### config.mk
export PLATFORM = sky130hd
export DESIGN_NAME = operand_feeder
export DESIGN_NICKNAME = d
export VERILOG_FILES = /design/src/rtl/mul_pkg.sv /design/src/rtl/lane_skew.sv /design/src/rtl/operand_feeder.sv
export SDC_FILE = /design/constraint.sdc
export NUM_CORES = 1
export LEC_CHECK = 0
export ABC_AREA = 1
export CAP_MARGIN = 20
export CORE_MARGIN = 2
export CORE_UTILIZATION = 47
export DETAILED_ROUTE_END_ITERATION = 16
export PLACE_DENSITY = 0.81
export SYNTH_ARGS = -nofsm -noshare
export SYNTH_HDL_FRONTEND = slang
export SYNTH_HIERARCHICAL = 1
export SYNTH_SLANG_ARGS = --single-unit
### constraint.sdc
create_clock -name clk -period 2.45 [get_ports clk]
set_clock_uncertainty 0.15 [all_clocks]
set_input_delay 0.3675 -clock clk [delete_from_list [all_inputs] [get_ports clk]]
set_output_delay 0.3675 -clock clk [all_outputs]
set_load 0.1 [all_outputs]
### src/rtl/mul_pkg.sv
// Shared types and default widths for the multiplier front end (operand feeder, lane skew).
package mul_pkg;

    localparam int DEF_BUS_WIDTH  = 64;
    localparam int DEF_DATA_WIDTH = 16;
    localparam int DEF_LANES      = 4;
    localparam int DEF_ELEM_WIDTH = 8;
    localparam int DEF_CNT_WIDTH  = 11;

    typedef enum logic {
        ELEM_NARROW = 1'b0,
        ELEM_NATIVE = 1'b1
    } elem_mode_e;

    typedef enum logic {
        FD_EMPTY = 1'b0,
        FD_HOLD  = 1'b1
    } fd_state_e;

    // Counter width that stays at least one bit wide for single-beat configurations.
    function automatic int clog2_min1(input int n);
        return (n <= 1) ? 1 : $clog2(n);
    endfunction

endpackage

### src/rtl/lane_skew.sv
// Triangular skew: lane j is delayed by j advances, so lane 0 passes straight through.
module lane_skew
    import mul_pkg::*;
#(
    parameter int LANES      = DEF_LANES,
    parameter int DATA_WIDTH = DEF_DATA_WIDTH
) (
    input  logic                        clk,
    input  logic                        rst_n,
    input  logic                        clr,
    input  logic                        adv,
    input  logic [LANES*DATA_WIDTH-1:0] in_data,
    output logic [LANES*DATA_WIDTH-1:0] out_data
);

    assign out_data[DATA_WIDTH-1:0] = in_data[DATA_WIDTH-1:0];

    for (genvar j = 1; j < LANES; j++) begin : g_lane
        logic [DATA_WIDTH-1:0] sr [j];

        // NOTE: these stages are visible on out_skew, so they are cleared on reset like any control flop.
        always_ff @(posedge clk or negedge rst_n) begin
            if (!rst_n) begin
                for (int k = 0; k < j; k++) sr[k] <= '0;
            end else if (clr) begin
                for (int k = 0; k < j; k++) sr[k] <= '0;
            end else if (adv) begin
                sr[0] <= in_data[j*DATA_WIDTH +: DATA_WIDTH];
                for (int k = 1; k < j; k++) sr[k] <= sr[k-1];
            end
        end

        assign out_data[j*DATA_WIDTH +: DATA_WIDTH] = sr[j-1];
    end

endmodule

### src/rtl/operand_feeder.sv
// operand_feeder: one-word holding buffer that unpacks BRAM words into LANES-wide beats.
// Define OPERAND_FEEDER_SKEW_EN to add the skewed out_skew port for the systolic front end.
module operand_feeder
    import mul_pkg::*;
#(
    parameter int BUS_WIDTH  = DEF_BUS_WIDTH,
    parameter int DATA_WIDTH = DEF_DATA_WIDTH,
    parameter int LANES      = DEF_LANES,
    parameter int ELEM_WIDTH = DEF_ELEM_WIDTH,
    parameter int CNT_WIDTH  = DEF_CNT_WIDTH
) (
    input  logic                        clk,
    input  logic                        rst_n,
    input  logic                        flush,
    input  logic                        elem_mode,
    input  logic                        sign_ext,
    input  logic [CNT_WIDTH-1:0]        cfg_words,
    input  logic                        in_valid,
    output logic                        in_ready,
    input  logic [BUS_WIDTH-1:0]        in_data,
    output logic                        out_valid,
    input  logic                        out_ready,
    output logic [LANES*DATA_WIDTH-1:0] out_data,
    output logic                        out_last,
    output logic                        out_tile_last
`ifdef OPERAND_FEEDER_SKEW_EN
    ,
    output logic [LANES*DATA_WIDTH-1:0] out_skew
`endif
);

    localparam int BEAT_BITS = ELEM_WIDTH * LANES;
    localparam int NB_NARROW = BUS_WIDTH / BEAT_BITS;
    localparam int BEAT_W    = clog2_min1(NB_NARROW);

    fd_state_e                   state_q, state_d;
    logic [BUS_WIDTH-1:0]        word_q;
    elem_mode_e                  mode_q;
    logic                        sext_q;
    logic [BEAT_W-1:0]           beat_q;
    logic [CNT_WIDTH-1:0]        wcnt_q;
    logic                        last_beat, accept, out_fire, tile_end;
    logic [BUS_WIDTH-1:0]        shifted;
    logic [ELEM_WIDTH-1:0]       elem;
    logic [LANES*DATA_WIDTH-1:0] lanes;

    assign last_beat     = (mode_q == ELEM_NATIVE) || (beat_q == BEAT_W'(NB_NARROW - 1));
    assign out_last      = out_valid && last_beat;
    assign tile_end      = (cfg_words != '0) && (wcnt_q == cfg_words - 1'b1);
    assign out_tile_last = out_last && tile_end;
    assign out_fire      = out_valid && out_ready;

    always_ff @(posedge clk or negedge rst_n) begin
        if (!rst_n) state_q <= FD_EMPTY;
        else        state_q <= state_d;
    end

    always_comb begin
        // NOTE: every signal driven here gets a default first, so no path can infer a latch.
        state_d   = state_q;
        out_valid = 1'b0;
        in_ready  = 1'b0;
        unique case (state_q)
            FD_EMPTY: in_ready = 1'b1;
            FD_HOLD: begin
                out_valid = 1'b1;
                in_ready  = out_ready && last_beat;
            end
            default: state_d = FD_EMPTY;
        endcase
        accept = in_valid && in_ready && !flush;
        if (flush)                                              state_d = FD_EMPTY;
        else if (accept)                                        state_d = FD_HOLD;
        else if (state_q == FD_HOLD && out_ready && last_beat)  state_d = FD_EMPTY;
    end

    // Mode and sign are captured with the word so later input changes cannot alter a held word.
    always_ff @(posedge clk or negedge rst_n) begin
        // NOTE: registers use <= so every flop samples the pre-edge values regardless of statement order.
        if (!rst_n) begin
            word_q <= '0;
            mode_q <= ELEM_NARROW;
            sext_q <= 1'b0;
            beat_q <= '0;
            wcnt_q <= '0;
        end else if (flush) begin
            beat_q <= '0;
            wcnt_q <= '0;
        end else begin
            if (accept) begin
                word_q <= in_data;
                mode_q <= elem_mode_e'(elem_mode);
                sext_q <= sign_ext;
                beat_q <= '0;
            end else if (out_fire) begin
                beat_q <= beat_q + 1'b1;
            end
            if (out_fire && last_beat) wcnt_q <= tile_end ? '0 : wcnt_q + 1'b1;
        end
    end

    always_comb begin
        shifted = word_q >> (int'(beat_q) * BEAT_BITS);
        elem    = '0;
        lanes   = '0;
        for (int j = 0; j < LANES; j++) begin
            if (mode_q == ELEM_NATIVE) begin
                lanes[j*DATA_WIDTH +: DATA_WIDTH] = word_q[j*DATA_WIDTH +: DATA_WIDTH];
            end else begin
                elem = shifted[j*ELEM_WIDTH +: ELEM_WIDTH];
                lanes[j*DATA_WIDTH +: DATA_WIDTH] = sext_q ? DATA_WIDTH'($signed(elem))
                                                           : DATA_WIDTH'(elem);
            end
        end
    end

    // Gated so an idle feeder presents zeros (and the skew's lane 0 reads zero after flush).
    assign out_data = out_valid ? lanes : '0;

`ifdef OPERAND_FEEDER_SKEW_EN
    lane_skew #(
        .LANES      (LANES),
        .DATA_WIDTH (DATA_WIDTH)
    ) u_lane_skew (
        .clk      (clk),
        .rst_n    (rst_n),
        .clr      (flush),
        .adv      (out_fire),
        .in_data  (out_data),
        .out_data (out_skew)
    );
`else
    // Unskewed build: the array front end consumes out_data directly.
`endif

endmodule

==> flow_summary.toml <==
[worst_setup_path]
crit_top_cell = "buf_12"
arrival_ps = 2090
cp_max_fo = 11
worstSetupPathType = "register to output pin"
slowest_stage = "dfrtp_4"
crit_path_end_kind = "output pin"
critical_path.startpoint = "mode_q"
crit_required_ps = 1930
crit_chain = "buf_4, buf_12, clkinvlp_4, o21ai_0, inv_1, buf_12"
r2r_slack_ps = 150
critical_path.max_stage_delay_ps = 500
worstSetupStartpointType = "register"
r2r_start = "mode_q"

[finish]
fillers = 508
seqCellArea_sq_um = 1984
drive_gt1_frac = 0.3168
instances_no_fill = 919
syn_to_final_growth_pct = 75.20
layout_common_cells = "nand2_1 (108), dfrtp_1 (77), buf_12 (74)"
final_common_cell = "nand2_1"
nets = 865
multi_input_area_sq_um = 2755
antenna_cells = 0

[floorplan]
fp.dieW_um = 103.2
initial_core_util = 0.4795
core_area_sq_um = 9639
die_h_um = 103.2
ios = 150
dieArea_sq_um = 10640
placementRows = 36

[clock_network]
cts_tree = "done"
clockBufferDepth = 2
clock_latency_ps = 360
cts_root_buf = "clkbuf_8"
cts.clk_slew.worst_paths_ps = 80
clock_sinks = 79
numCtsBuffers = 9
htree_num_levels = 3

[sta]
finalCritPeriodShare = 1.066
period_needed_ps = 2611
drv_slew = 0
fin_ws_ps = -160.8
rsz0062_at_grt = "yes"
slew_headroom = 0.4552
setup_violations = 40
fmax_ghz = 0.3830
tightest_slew_ps = 817.3
worst_hold_slack_ps = 348.5
finalHoldViolCount = 0

[yosys]
synth_seq_cells = 79
postSynthNetCount = 690
yosys_warnings = 6
netlist_area_sq_um = 4622
synth_cell_types = 34
synth_cells = 606
syn_area_per_cell_sq_um = 7.627
synth-seq-area-share = 0.4277

[min_path]
hold_class = "register to register"
hold_start = "word_q[5]"

[placement]
dpl.hpwl_um = 11610
gp_congestion = 0.9606
portBuffers = 149
dp_cells = 884

[routing]
routed_wirelength_um = 18010
wl_per_cell_um = 19.60
ant_nets = 0
dr.pass1.iters = 5
vias_per_cell = 5.675
drt_iter0_markers = 336
drc = 0
via_count = 5215

[grt]
antenna_found_initial = 0
grt_max_degree = 64
grt_pass1_wl_um = 25390
overflow = 0
grt_pass1_vias = 4986
grtUsageTotal = 0.3155

[job]
cap_violations = 0

[outcome]
status = "finished, violations left"
violations = "negative setup slack"

[pwr]
irDropWorstVdd_v = 0.0005281
p_leak_nw = 3.660
p_per_area_nw_per_um2 = 693.4
## path summary, 6_finish.rpt
check | end | cells past startpoint
setup / recovery | out_data[23] | 6
hold / removal | word_q[5] | 1
setup reg to reg | mode_q | 8
hold reg to reg | word_q[5] | 1
max in group asynchronous | word_q[5] | 3
min in group asynchronous | word_q[43] | 2
## cell type report
| type | count | area share |
|---|---|---|
| Multi-Input combinational cell | 405 | 0.3402 |
| Timing Repair Buffer | 192 | 0.3231 |
| Sequential cell | 79 | 0.2451 |
| Inverter | 94 | 0.04481 |
| Tap cell | 133 | 0.02055 |
| Clock buffer | 10 | 0.01576 |
| Clock inverter | 6 | 0.01051 |
## metal layers
metal	up-vias	wire (um)	share of wire	global-route usage
met4	0	958	0.053	0.1204
met1	2554	6453	0.36	0.3776
met5	-	0	0	0
li1	2279	-	-	-
met3	78	1227	0.068	0.04475
met2	304	9370	0.52	0.5724
## Yosys cell counts
master	instances	area (sq um)
a21o_1	1	7.510
a21oi_1	76	380.4
a221oi_1	1	8.760
a221oi_2	2	30.03
buf_2	11	55.05
buf_4	6	45.04
buf_6	1	11.26
clkbuf_1	10	37.54
dfrtp_1	79	1977
ha_1	2	25.02
inv_1	84	315.3
inv_2	10	37.54
mux2_1	29	326.6
nand2_1	112	420.4
nand2_2	6	37.54
nand3_1	20	100.1
nand3_2	3	30.03
nand4_1	3	18.77
nor2_1	84	315.3
nor2_2	5	31.28
nor2_4	2	22.52
nor3_1	1	5.000
o211ai_1	2	15.01
o21ai_0	30	150.1
o21ai_1	4	20.02
o21ai_2	1	8.760
o221a_2	1	11.26
o221ai_1	5	43.79
o221ai_2	1	15.01
o22ai_1	3	18.77
or2_0	1	6.260
xnor2_1	5	43.79
xor2_1	4	35.03
xor2_2	1	16.27
## flip-flops by register name (all words and copies together) (netlist names)
name / cells
state_q: 1
sext_q: 1
mode_q: 1
word_q: 64
beat_q: 1
wcnt_q: 11
## logic make-up (layout without fill, tap and decap cells)
family          count (synthesis)  in the layout  share of synthesized area
simple gates                  237            237                     0.2136
flops                          79             79                     0.4277
mux                            29             29                    0.07065
fa+ha+maj                       2              2                   0.005413
xor+xnor                       10             10                    0.02057
buf+inv                       122            302                     0.1086
compound gates                127            127                     0.1535
## metrics by stage
stage,instance area [sq um],worst slack (ps),utilization,total power [W],TNS [ps]
floorplan,5019,-222.4,-,0.003284,-3633
global placement,7438,-208.0,0.7717,0.004257,-208.0
detailed placement,7438,-308.2,0.7717,0.004310,-1170
CTS,7839,-49.76,0.8132,0.005425,-1035
global route,8098,-186.7,0.8401,0.005783,-5299
finish,8098,-160.8,0.8401,0.005615,-3109
## what timing repair did
item	in CTS	in global routing
pin swaps	9	11
setup buffers	8	10
hold buffers	1	0
endpoints found under the hold margin	61	0
cloned	0	1
gates resized for setup	34	58
setup endpoints to repair	51	62
## critical path: cells and delay by family (launching register included)
| kind | cells | cell delay (ps) |
|---|---|---|
| buf+inv | 5 | 840 |
| flops | 1 | 500 |
| compound gates | 1 | 390 |
## power by group
part           internal (W)  leakage [nW]  total, W  switching [W]
clock network      0.000571         0.102   0.00108       0.000508
logic               0.00102          2.64   0.00289        0.00186
registers           0.00150         0.921   0.00165       0.000153
Power figures use the tool's default switching activity.
